## config.mk

```make
export PLATFORM = sky130hd
export DESIGN_NAME = pipelined_control_unit
export DESIGN_NICKNAME = d
export VERILOG_FILES = /design/src/rtl/pipelined_control_unit.sv
export SDC_FILE = /design/constraint.sdc
export NUM_CORES = 1
export LEC_CHECK = 0
export CELL_PAD_IN_SITES_DETAIL_PLACEMENT = 2
export CELL_PAD_IN_SITES_GLOBAL_PLACEMENT = 2
export CORE_UTILIZATION = 27
export DETAILED_ROUTE_END_ITERATION = 16
export PLACE_DENSITY_LB_ADDON = 0.1
export SYNTH_ARGS = -nofsm -noshare
export SYNTH_HDL_FRONTEND = slang
export SYNTH_SLANG_ARGS = --single-unit
```

## constraint.sdc

```tcl
create_clock -name clk -period 2.2 [get_ports clk]
set_input_delay 0.44 -clock clk [delete_from_list [all_inputs] [get_ports clk]]
set_output_delay 0.44 -clock clk [all_outputs]
set_load 0.02 [all_outputs]
```

## src/rtl/pipelined_control_unit.sv

```systemverilog
// rtl/pipelined_control_unit.sv - RV32I subset decoder with ID/EX, EX/MEM, MEM/WB control pipeline
// Also resolves load-use stalls, branch flushes and EX-stage forwarding selects.
module pipelined_control_unit #(
   parameter int XLEN       = 32,
   parameter int REG_ADDR_W = 5,
   parameter bit FWD_EN     = 1'b1,
   parameter bit HAZARD_EN  = 1'b1
) (
   input  logic                  clk,
   input  logic                  rst_n,
   input  logic [XLEN-1:0]       instr_i,
   input  logic                  instr_valid_i,
   input  logic                  branch_taken_i,
   output logic                  ex_alusrc_o,
   output logic [1:0]            ex_aluop_o,
   output logic                  ex_branch_o,
   output logic                  ex_bne_o,
   output logic [REG_ADDR_W-1:0] ex_rs1_o,
   output logic [REG_ADDR_W-1:0] ex_rs2_o,
   output logic [REG_ADDR_W-1:0] ex_rd_o,
   output logic                  mem_memread_o,
   output logic                  mem_memwrite_o,
   output logic [REG_ADDR_W-1:0] mem_rd_o,
   output logic                  mem_regwrite_o,
   output logic                  wb_regwrite_o,
   output logic                  wb_memtoreg_o,
   output logic [REG_ADDR_W-1:0] wb_rd_o,
   output logic [1:0]            forward_a_o,
   output logic [1:0]            forward_b_o,
   output logic                  stall_o,
   output logic                  flush_o,
   output logic                  illegal_o
);

   localparam logic [6:0] OP_LW     = 7'b0000011;
   localparam logic [6:0] OP_SW     = 7'b0100011;
   localparam logic [6:0] OP_RTYPE  = 7'b0110011;
   localparam logic [6:0] OP_ADDI   = 7'b0010011;
   localparam logic [6:0] OP_BRANCH = 7'b1100011;

   typedef struct packed {
      logic                  alusrc;
      logic                  memtoreg;
      logic                  regwrite;
      logic                  memread;
      logic                  memwrite;
      logic                  branch;
      logic [1:0]            aluop;
      logic                  bne;
      logic                  illegal;
      logic [REG_ADDR_W-1:0] rs1;
      logic [REG_ADDR_W-1:0] rs2;
      logic [REG_ADDR_W-1:0] rd;
   } idex_t;

   typedef struct packed {
      logic                  memread;
      logic                  memwrite;
      logic                  regwrite;
      logic                  memtoreg;
      logic [REG_ADDR_W-1:0] rd;
   } exmem_t;

   typedef struct packed {
      logic                  regwrite;
      logic                  memtoreg;
      logic [REG_ADDR_W-1:0] rd;
   } memwb_t;

   idex_t  ex_q,  ex_d,  dec;
   exmem_t mem_q, mem_d;
   memwb_t wb_q,  wb_d;

   logic [6:0]            opcode;
   logic [2:0]            funct3;
   logic [REG_ADDR_W-1:0] id_rs1, id_rs2, id_rd;
   logic                  rs2_used, id_legal, load_use, stall;
   logic [XLEN-1:25]      unused_instr_bits;

   assign opcode            = instr_i[6:0];
   assign funct3            = instr_i[14:12];
   assign id_rd             = REG_ADDR_W'(instr_i[11:7]);
   assign id_rs1            = REG_ADDR_W'(instr_i[19:15]);
   assign id_rs2            = REG_ADDR_W'(instr_i[24:20]);
   assign unused_instr_bits = instr_i[XLEN-1:25];

   // Unknown encodings fall through with every field zero so nothing X reaches EX.
   always_comb begin
      dec      = '0;
      rs2_used = 1'b0;
      if (instr_valid_i) begin
         case (opcode)
            OP_LW:    {dec.alusrc, dec.memtoreg, dec.regwrite, dec.memread,
                       dec.memwrite, dec.branch, dec.aluop} = 8'b1111_0000;
            OP_SW: begin
               {dec.alusrc, dec.memtoreg, dec.regwrite, dec.memread,
                dec.memwrite, dec.branch, dec.aluop} = 8'b1000_1000;
               rs2_used = 1'b1;
            end
            OP_RTYPE: begin
               {dec.alusrc, dec.memtoreg, dec.regwrite, dec.memread,
                dec.memwrite, dec.branch, dec.aluop} = 8'b0010_0010;
               rs2_used = 1'b1;
            end
            OP_ADDI:  {dec.alusrc, dec.memtoreg, dec.regwrite, dec.memread,
                       dec.memwrite, dec.branch, dec.aluop} = 8'b1010_0000;
            OP_BRANCH: begin
               if (funct3[2:1] == 2'b00) begin
                  {dec.alusrc, dec.memtoreg, dec.regwrite, dec.memread,
                   dec.memwrite, dec.branch, dec.aluop} = 8'b0000_0101;
                  dec.bne  = funct3[0];
                  rs2_used = 1'b1;
               end else begin
                  dec.illegal = 1'b1;
               end
            end
            default:  dec.illegal = 1'b1;
         endcase
      end
      id_legal = instr_valid_i && !dec.illegal;
      dec.rs1  = id_legal ? id_rs1 : '0;
      dec.rs2  = rs2_used ? id_rs2 : '0;
      dec.rd   = dec.regwrite ? id_rd : '0;
   end

   always_comb begin
      load_use = ex_q.memread && (ex_q.rd != '0) && id_legal &&
                 ((ex_q.rd == id_rs1) || (rs2_used && (ex_q.rd == id_rs2)));
      stall    = HAZARD_EN && load_use && !branch_taken_i;
   end

   // A stall or a flush both turn the ID/EX slot into a bubble; later stages keep flowing.
   always_comb begin
      ex_d           = (stall || branch_taken_i) ? '0 : dec;
      mem_d          = '0;
      mem_d.memread  = ex_q.memread;
      mem_d.memwrite = ex_q.memwrite;
      mem_d.regwrite = ex_q.regwrite;
      mem_d.memtoreg = ex_q.memtoreg;
      mem_d.rd       = ex_q.rd;
      wb_d           = '0;
      wb_d.regwrite  = mem_q.regwrite;
      wb_d.memtoreg  = mem_q.memtoreg;
      wb_d.rd        = mem_q.rd;
   end

   always_ff @(posedge clk or negedge rst_n) begin
      if (!rst_n) begin
         ex_q  <= '0;
         mem_q <= '0;
         wb_q  <= '0;
      end else begin
         ex_q  <= ex_d;
         mem_q <= mem_d;
         wb_q  <= wb_d;
      end
   end

   // EX/MEM is checked first so the younger result wins when both stages match.
   always_comb begin
      forward_a_o = 2'b00;
      forward_b_o = 2'b00;
      if (FWD_EN) begin
         if (mem_q.regwrite && (mem_q.rd != '0) && (mem_q.rd == ex_q.rs1))
            forward_a_o = 2'b10;
         else if (wb_q.regwrite && (wb_q.rd != '0) && (wb_q.rd == ex_q.rs1))
            forward_a_o = 2'b01;
         if (mem_q.regwrite && (mem_q.rd != '0) && (mem_q.rd == ex_q.rs2))
            forward_b_o = 2'b10;
         else if (wb_q.regwrite && (wb_q.rd != '0) && (wb_q.rd == ex_q.rs2))
            forward_b_o = 2'b01;
      end
   end

   assign ex_alusrc_o    = ex_q.alusrc;
   assign ex_aluop_o     = ex_q.aluop;
   assign ex_branch_o    = ex_q.branch;
   assign ex_bne_o       = ex_q.bne;
   assign ex_rs1_o       = ex_q.rs1;
   assign ex_rs2_o       = ex_q.rs2;
   assign ex_rd_o        = ex_q.rd;
   assign illegal_o      = ex_q.illegal;
   assign mem_memread_o  = mem_q.memread;
   assign mem_memwrite_o = mem_q.memwrite;
   assign mem_rd_o       = mem_q.rd;
   assign mem_regwrite_o = mem_q.regwrite;
   assign wb_regwrite_o  = wb_q.regwrite;
   assign wb_memtoreg_o  = wb_q.memtoreg;
   assign wb_rd_o        = wb_q.rd;
   assign stall_o        = stall;
   assign flush_o        = branch_taken_i && rst_n;

endmodule

```

; Yosys cells after proc, flatten, opt, wreduce, memory -nomap -nowiden
; Cells that the tools add are included.
[totals]
register_bits = 41
in_bits = 36
out_inout_bits = 42
[op_classes]
n_eq_ne = 11
muxes = 17
reduce_logical = 23
[ops]
columns = cell, n
row1 = 8-bit case mux with 5 select lines, 1
row2 = 5-bit == test, 6
row3 = 25-bit 2-to-1 mux, 1
row4 = 5-bit 2-to-1 mux, 3
row5 = 5-bit nonzero test, 3
row6 = 7-bit by 6-bit == test with 1-bit output (second input constant), 2
row7 = 1-bit logical AND, 13
row8 = 10-bit 2-to-1 mux, 1
row9 = 7-bit by 2-bit == test with 1-bit output (second input constant), 1
row10 = 7-bit by 5-bit == test with 1-bit output (second input constant), 1
row11 = 7-bit == test (second input constant), 1
row12 = 1-bit 2-to-1 mux, 6
row13 = 2-bit 2-to-1 mux, 2
row14 = 4-bit 2-to-1 mux, 1
row15 = 1-bit case mux with 2 select lines, 2
row16 = 4-bit OR reduction, 1
row17 = 1-bit zero test, 2
row18 = 2-bit zero test, 1
row19 = 1-bit logical OR, 2
row20 = 2-bit OR reduction, 1

; Logic depth before layout (Yosys ltp)
; Gate-level depths: netlist of run 1.
[logic_depth]
depth_word = 11
mapped_depth = 6
mapped_depth_nobuf = 5

; Worst setup path before layout of run 1
; OpenSTA, ideal clock, no wires.
[synth_timing]
path_kind = register -> output
startpoint = reg mem_q (netlist bit mem_rd_o[4])
endpoint = out forward_a_o[0]
t_arrival_ps = 2122
required_time_ps = 1760
path_slack_ps = -362
stages_incl_launch_ff = 5
path_cell_list = dfrtp_1 > or4_1 > o21ai_0 > nor4_1 > nor4_1
[synth_via]
elab_chain_cells = 4
elab_cells_between_ends = 5
[synth_lines]
columns = element, line
row1 = from (decl), 71  ; exmem_t mem_q, mem_d;
row2 = from (signal assigned), 154  ; mem_q <= mem_d;
row3 = 5-bit nonzero test, 164  ; if (mem_q.regwrite && (mem_q.rd != '0) && (mem_q.rd == ex_q.rs1))
row4 = 1-bit logical AND, 164
row5 = 1-bit logical AND *, 164
row6 = 2-bit 2-to-1 mux *, 164
row7 = to (decl), 28  ; output logic [1:0] forward_a_o,
; Every way passes the cells marked *; elsewhere a longest branch is shown, timed or not.

; Final worst setup path of run 1
[layout_timing]
startpoint = reg mem_q (netlist bit mem_rd_o[1])
endpoint = out forward_b_o[0]
[layout_via]
elab_chain_cells = 4
elab_cells_between_ends = 5
[layout_lines]
columns = element, line
row1 = 5-bit nonzero test, 168  ; if (mem_q.regwrite && (mem_q.rd != '0) && (mem_q.rd == ex_q.rs2))
row2 = 1-bit logical AND, 168
row3 = 1-bit logical AND *, 168
row4 = 2-bit 2-to-1 mux *, 168
row5 = to (decl), 29  ; output logic [1:0] forward_b_o,
; Marks and branches as above.

==> results of run 1 <==
power breakdown:
group | internal (µW) | leakage [µW] | switching [µW]
combinational | 78.8 | 0.00102 | 67.7
sequential | 701 | 0.000526 | 1.89
clock | 223 | 0.0000441 | 278
routing by layer:
metal	vias up	track usage	wire length, µm
li1	754	-	-
met5	-	0	0
met3	9	0.0305	201
met4	0	0.0545	94
met2	41	0.338	3630
met1	801	0.215	2650
critical path, cell delays in order (launching register included):
cell     delay, ns
dfrtp_1       0.39
or4_4         0.54
o21ai_2       0.15
buf_6         0.14
nor4_4        0.04
nor4_2        0.23
buf_4         0.19
state kept, by name, summed over array words and instances, names as in the netlist:
name and cells:
ex_rd_o 5, ex_rs1_o 5, ex_rs2_o 5, mem_rd_o 5, wb_rd_o 5, ex_q 3, ex_aluop_o 2, ex_alusrc_o 1
ex_bne_o 1, illegal_o 1, mem_memread_o 1, mem_memwrite_o 1, mem_regwrite_o 1, wb_memtoreg_o 1, wb_regwrite_o 1
cells in the mapped netlist (all sizes together):
cell / number
or4: 6
o21ai: 3
xor2: 22
clkbuf: 2
nand4: 1
nor3b: 4
inv: 1
nor4: 6
and2b: 2
o211a: 1
and3b: 1
a21oi: 2
nor4b: 4
and4bb: 6
nor4bb: 5
nand2b: 1
o2111a: 1
or3: 1
xnor2: 8
and2: 1
o211ai: 1
nand2: 2
nor3: 4
nand3: 5
nor2: 3
dfrtp: 38
buf: 18
how the worst max path moves through the flow:
stage                          end  slack (ns)
finish              forward_b_o[0]       -0.21
global placement           stall_o       -0.65
floorplan           forward_a_o[0]       -0.03
detailed placement         stall_o       -0.72
global route        forward_b_o[0]       -0.28
CTS                 forward_b_o[0]       -0.20
placed cells by master (no fill, tap or decap), types with 2 or more instances in the layout:
cell and n:
and2b_1 2, and4bb_2 6, buf_4 62, buf_6 6
clkbuf_8 5, clkdlybuf4s50_1 53, dfrtp_1 36, dfrtp_2 2
dlygate4sd2_1 4, dlymetal6s2s_1 7, nand2_1 2, nand3_1 3
nand3_2 2, nor2_1 3, nor3_1 2, nor3_2 2
nor3b_2 4, nor4_2 2, nor4_4 4, nor4b_1 3
nor4bb_1 5, o21ai_0 2, or4_1 4, or4_4 2
xnor2_1 8, xor2_1 22
metrics by stage:
step           area [µm²]  hold slack (ns)  worst slack (ns)  TNS [ns]  total power (µW)
2_1_floorplan        1950            0.144           -0.0285   -0.0570               756
3_3_place_gp         3000            0.336            -0.648     -2.50               857
3_5_place_dp         3000            0.339            -0.718     -3.73               864
4_1_cts              3150            0.213            -0.202    -0.830              1370
5_1_grt              3240            0.243            -0.278    -0.951              1400
6_report             3240            0.199            -0.209    -0.651              1350
cells by family (layout without fill, tap and decap cells):
logic type      after synthesis  after routing
simple gates                 52             52
flops                        38             38
xor+xnor                     30             30
compound gates                8              8
buf+inv                      21            142
repair_timing:
item,in CTS,in global routing
resized for setup,42,12
pin swaps,8,11
buffers inserted,4,7
endpoints found under the setup margin,6,5
final cells by class:
| class | instances | area [µm²] | area share |
|---|---|---|---|
| Timing Repair Buffer | 133 | 1190 | 0.368 |
| Inverter | 1 | 3.75 | 0.00116 |
| Clock inverter | 3 | 21.3 | 0.00657 |
| Multi-Input combinational cell | 90 | 878 | 0.271 |
| Sequential cell | 38 | 953 | 0.295 |
| Clock buffer | 5 | 68.8 | 0.0213 |
| Tap cell | 96 | 120 | 0.0371 |
==> impl_results.md, run 1 <==
* Row count at 30
* Layout Nets at 305
* # IOs at 78
* Post-route ant nets at 0
* RSZ-0062 raised after global routing: yes
* Syn Inst Count at between 100 and 150
* WS Path Type: register to primary output
* Die H at 86.6 µm
* CTS Buffer Depth at 2
* Count of pins over their slew limit at 0
* CP arrival at between 1.5 and 2 ns
* Core Util, Final at 0.471
* Syn Std Cell Area at ~1900 µm²
* Multiplexer share of the synthesized area at 0
* Reg clk slew, reported paths at 0.08 ns
* Violations in the final reports: setup timing
* Share of layout cells above drive strength 1 at 0.400
* Port buffer count at 70
* Post-Synth Simple-Gate Area at 0.243
* Startpoint types: register
* Worst Path Max Fanout at 2
* Synth-to-layout area growth at 67.4%
* Later-pin clock latency in the skew report at about 0.30 ns
* Worst Skew at between 0.01 and 0.015 ns
* Worst path required time at ~1.8 ns
* Hold Fails Final Rpt at 0
* Synth area leader: dfrtp_1
* Max Cap Viol at 0
* Largest net degree at the start of global routing at 39
* Setup slack after layout at -0.209 ns
* Yosys warns at 0
* Largest family of logic cells by synthesized area: simple AND/OR/NAND/NOR gates
* Endpoints failing setup at 5
* Compound-Gate Fraction of Synth Area at 0.0472
* Placer Congestion at ~0.83
* Hold Path Class: input pin to async pin
* Total CTS buffers at 5
* Worst vdd ir at ~240 µV
* Least-Margin Pin Slew at ~0.48 ns
* DR vias at approximately 1600
* Starting Density at 0.281
* CORE AREA at around 6900 µm²
* Syn_nets at 185
* Synth top area share at 0.492
* Crit path launch: mem_rd_o[1]
* Worst Reg2Reg Path Length in Cells at 7
* Fillers at approximately 700
* First-pass GRT wire length at 10.0 mm
* Synth Area in Adders at 0
* GR Overflow Total at 0
* HPWL after DPL at approximately 5.0 mm
* Overall Global Routing Usage at 0.183
* CTS tree: yes
* Drt total wl at around 6.6 mm
* Register area share after synthesis at 0.492
* Tmin final at 2.41 ns
* Status: finished with violations
* Area contributors post-synth: dfrtp_1 49%, xor2_1 10%, buf_4 6.6%, and4bb_2 3.9%, xnor2_1 3.6%
* Hold-fix buffers, CTS at 0
* Post-route DRC at 0
* Vias/cell at between 4 and 5
* Pre-antenna DRT Iters at 4
* Number of synthesized register bits at 38
* Unique masters post-synth at 34
* Die area at ~7500 µm²
* WL/cell at about 18 µm
* Final Cycle Share at 1.09
* Xor-xnor portion of the synthesized cell area at 0.136
* Diode count at 0
* Initial antenna violation count at 0
* Vias in the first global route at roughly 1900
* FMAX at between 400 and 500 MHz
* R2r setup slk at 0.17 ns
* CTS root buf: clkbuf_8
* Clk sinks at 38
* H-tree levels at 2
* Reg2reg start: ex_rd_o[1]
* LEAKAGE at 0.00159 µW
* Setup crit end kind: primary output
* Placed insts at ~350
* Synth Area per Inst at 13.0 µm²
* Slew HR at 0.678
* Non-Filler Instances at 366
* Pwr per Cell Area at between 400 and 500 nW/µm²
* Initial DRC count at 54
* Reg-to-Reg End: ex_rs1_o[1]
* Die X at roughly 87 µm
(Power assumes the default switching activity.)
==> inputs of run 2 (changes only) <==
- REMOVE_ABC_BUFFERS: not set -> 1
==> run 2 against run 1 <==
Net effect: the run still ends with setup timing left; setup slack worse by 0.053 ns; flip-flop and latch count is the same; combinational power shrank 5%; largest cell class unchanged; sequential power about the same; register-to-register slack better by 0.08 ns; sequential share of layout area fell by 0.18 points; core utilization grew 0.29 points; worst hold slack better by 0.025 ns; highest routed layer unchanged; fmax is 2.1% lower; first-iteration DRC count down 44%; cell area up 0.62%.
==> impl_results.md, run 2 (synthesis results as in run 1) <==
* HPWL after DPL at 5.02 mm (about the same)
* CTS root buf: clkbuf_8 (unchanged)
* Share of layout cells above drive strength 1 at 0.418 (was 0.400)
* Total CTS buffers at 5 (unchanged)
* Worst Reg2Reg Path Length in Cells at 9 (was 7)
* Tmin final at 2.46 ns (was 2.41 ns)
* Max Cap Viol at 0 (unchanged)
* Later-pin clock latency in the skew report at 0.29 ns (was 0.30 ns)
* Sequential share of power at 0.493 (was 0.520)
* Slew HR at 0.675 (was 0.678)
* R2r setup slk at 0.25 ns (was 0.17 ns)
* Commonest non-fill, non-tap cell in the layout: buf_4 (unchanged)
* Reg clk slew, reported paths at 0.07 ns (was 0.08 ns)
* FMAX at 406 MHz (was 415 MHz)
* Vias in the first global route at 1896 (was 1858)
* Synth-to-layout area growth at 68.5% (was 67.4%)
* Final Power at 1430 µW (was 1350 µW)
* Row count at 30 (unchanged)
* Status: finished with violations (unchanged)
* Worst Path Max Fanout at 3 (was 2)
* Most frequent cells in the layout: 52 x buf_4, 50 x clkdlybuf4s50_1, 36 x dfrtp_1 (was 62 x buf_4, 53 x clkdlybuf4s50_1, 36 x dfrtp_1)
* Initial DRC count at 30 (was 54)
* Starting Density at 0.281 (unchanged)
* Hold Path Class: input pin to async pin (unchanged)
* Multi-input logic area at 941 µm² (was 878 µm²)
* CORE AREA at 6870 µm² (unchanged)
* Endpoints failing setup at 5 (unchanged)
* Clk sinks at 38 (unchanged)
* LEAKAGE at 0.00155 µW (was 0.00159 µW)
* Reg2reg start: ex_rd_o[1] (unchanged)
* Hold Fails Final Rpt at 0 (unchanged)
* GR Overflow Total at 0 (unchanged)
* Switch Pwr at 319 µW (was 348 µW)
* Vias/cell at 4.43 (was 4.39)
* Worst path required time at 1.76 ns (about the same)
* Diode count at 0 (unchanged)
* Pre-antenna DRT Iters at 3 (was 4)
* Setup crit end kind: primary output (unchanged)
* # IOs at 78 (unchanged)
* Placer Congestion at 0.778 (was 0.833)
* WL/cell at 18.1 µm (was 17.9 µm)
* Overall Global Routing Usage at 0.188 (was 0.183)
* Initial antenna violation count at 0 (unchanged)
* RSZ-0062 raised after global routing: yes (unchanged)
* Layout Nets at 298 (was 305)
* Reg-to-Reg End: ex_rs2_o[2] (was ex_rs1_o[1])
* Violations in the final reports: setup timing (unchanged)
* Clock share of power at 0.410 (was 0.371)
* Cell Int Power at 1110 µW (was 1000 µW)
* Startpoint types: register (unchanged)
* Core Util, Final at 0.474 (was 0.471)
* Worst Skew at 0.00431 ns (was 0.0112 ns)
* Port buffer count at 70 (unchanged)
* Die H at 86.6 µm (unchanged)
* Worst vdd ir at 295 µV (was 240 µV)
* Fillers at 700 (was 698)
* Die area at 7500 µm² (unchanged)
* Least-Margin Pin Slew at 0.488 ns (was 0.483 ns)
* CTS tree: yes (unchanged)
* Count of pins over their slew limit at 0 (unchanged)
* DR vias at 1589 (was 1605)
* WS Path Type: register to primary output (unchanged)
* First-pass GRT wire length at 10.2 mm (was 10.0 mm)
* CP arrival at 2.02 ns (was 1.97 ns)
* Post-route ant nets at 0 (unchanged)
* Gate power share at 0.097 (was 0.109)
* Register area at 953 µm² (unchanged)
* Sw Ratio at 0.224 (was 0.258)
* Final Cycle Share at 1.12 (was 1.09)
* Drt total wl at 6.48 mm (was 6.57 mm)
* CTS Buffer Depth at 2 (unchanged)
* Setup slack after layout at -0.261 ns (was -0.209 ns)
* Pwr per Cell Area at 438 nW/µm² (was 417 nW/µm²)
* Die X at 86.6 µm (unchanged)
* H-tree levels at 2 (unchanged)
* Largest net degree at the start of global routing at 39 (unchanged)
* Post-route DRC at 0 (unchanged)
[run 2: how the worst max path moves through the flow]
| stage | startpoint | to | slack [ns] | depth (start not counted) |
|---|---|---|---|---|
| global route | wb_rd_o[3] | forward_b_o[0] | -0.37 | 5 |
| CTS | wb_rd_o[2] | forward_a_o[0] | -0.22 | 5 |
| floorplan | mem_rd_o[4] | forward_a_o[0] | -0.36 | 4 |
| global placement | instr_i[4] | stall_o | -0.66 | 7 |
| finish | wb_rd_o[3] | forward_b_o[0] | -0.26 | 5 |
| detailed placement | instr_i[17] | stall_o | -0.73 | 7 |
[run 2: metal layers]
metal  vias up  part of all wire  global-route usage  wire [µm]
met3        10             0.033              0.0371        217
met4         0             0.022              0.0636        145
li1        740                 -                   -          -
met1       791              0.39               0.208       2510
met5         -                 0                   0          0
met2        48              0.56               0.355       3610
[run 2: final cells by class]
class	instances	share of cell area
timing repair buffer	126	0.347
sequential	38	0.293
multi-input combinational	90	0.289
tap	96	0.0369
clock buffer	5	0.0211
clock inverter	3	0.0123
inverter	1	0.00115
[run 2: through the flow]
stage	TNS [ns]	cell area [µm²]	hold WS (ns)	std cells	setup WS [ns]
after floorplan	-0.776	1780	0.144	129	-0.362
after CTS	-0.790	3180	0.239	357	-0.223
after global routing	-1.09	3260	0.262	359	-0.366
after detailed placement	-3.75	2950	0.354	342	-0.730
final	-0.706	3260	0.224	359	-0.261
after global placement	-2.67	2950	0.338	342	-0.663
[run 2: power by group through the flow]
stage               Clock (µW)  Combinational, µW  Sequential (µW)
finish                     585                139              703
floorplan                    0               30.3              720
global placement             0                137              716
CTS                        604                141              703
detailed placement           0                143              717
global route               636                150              703
[run 2: worst max-delay path, cell delays in order (launching register included)]
cell and delay, ns:
dfrtp_1 0.43, buf_6 0.13, xor2_1 0.14, or4_1 0.53
nor4_2 0.29, buf_2 0.21
[run 2: timing repair]
item	4_1_cts	5_1_grt
setup endpoints to repair	6	5
pin swaps	14	5
hold endpoints to repair	0	0
setup buffers	7	2
gates resized for setup	55	15
hold buffers	0	0
==> inputs of run 3 (changes only) <==
- SETUP_SLACK_MARGIN: not set -> 0.02
- SLEW_MARGIN: not set -> 20
==> results of run 3 <==
No change in the layout: final DEF, timing and power equal those of run 2.
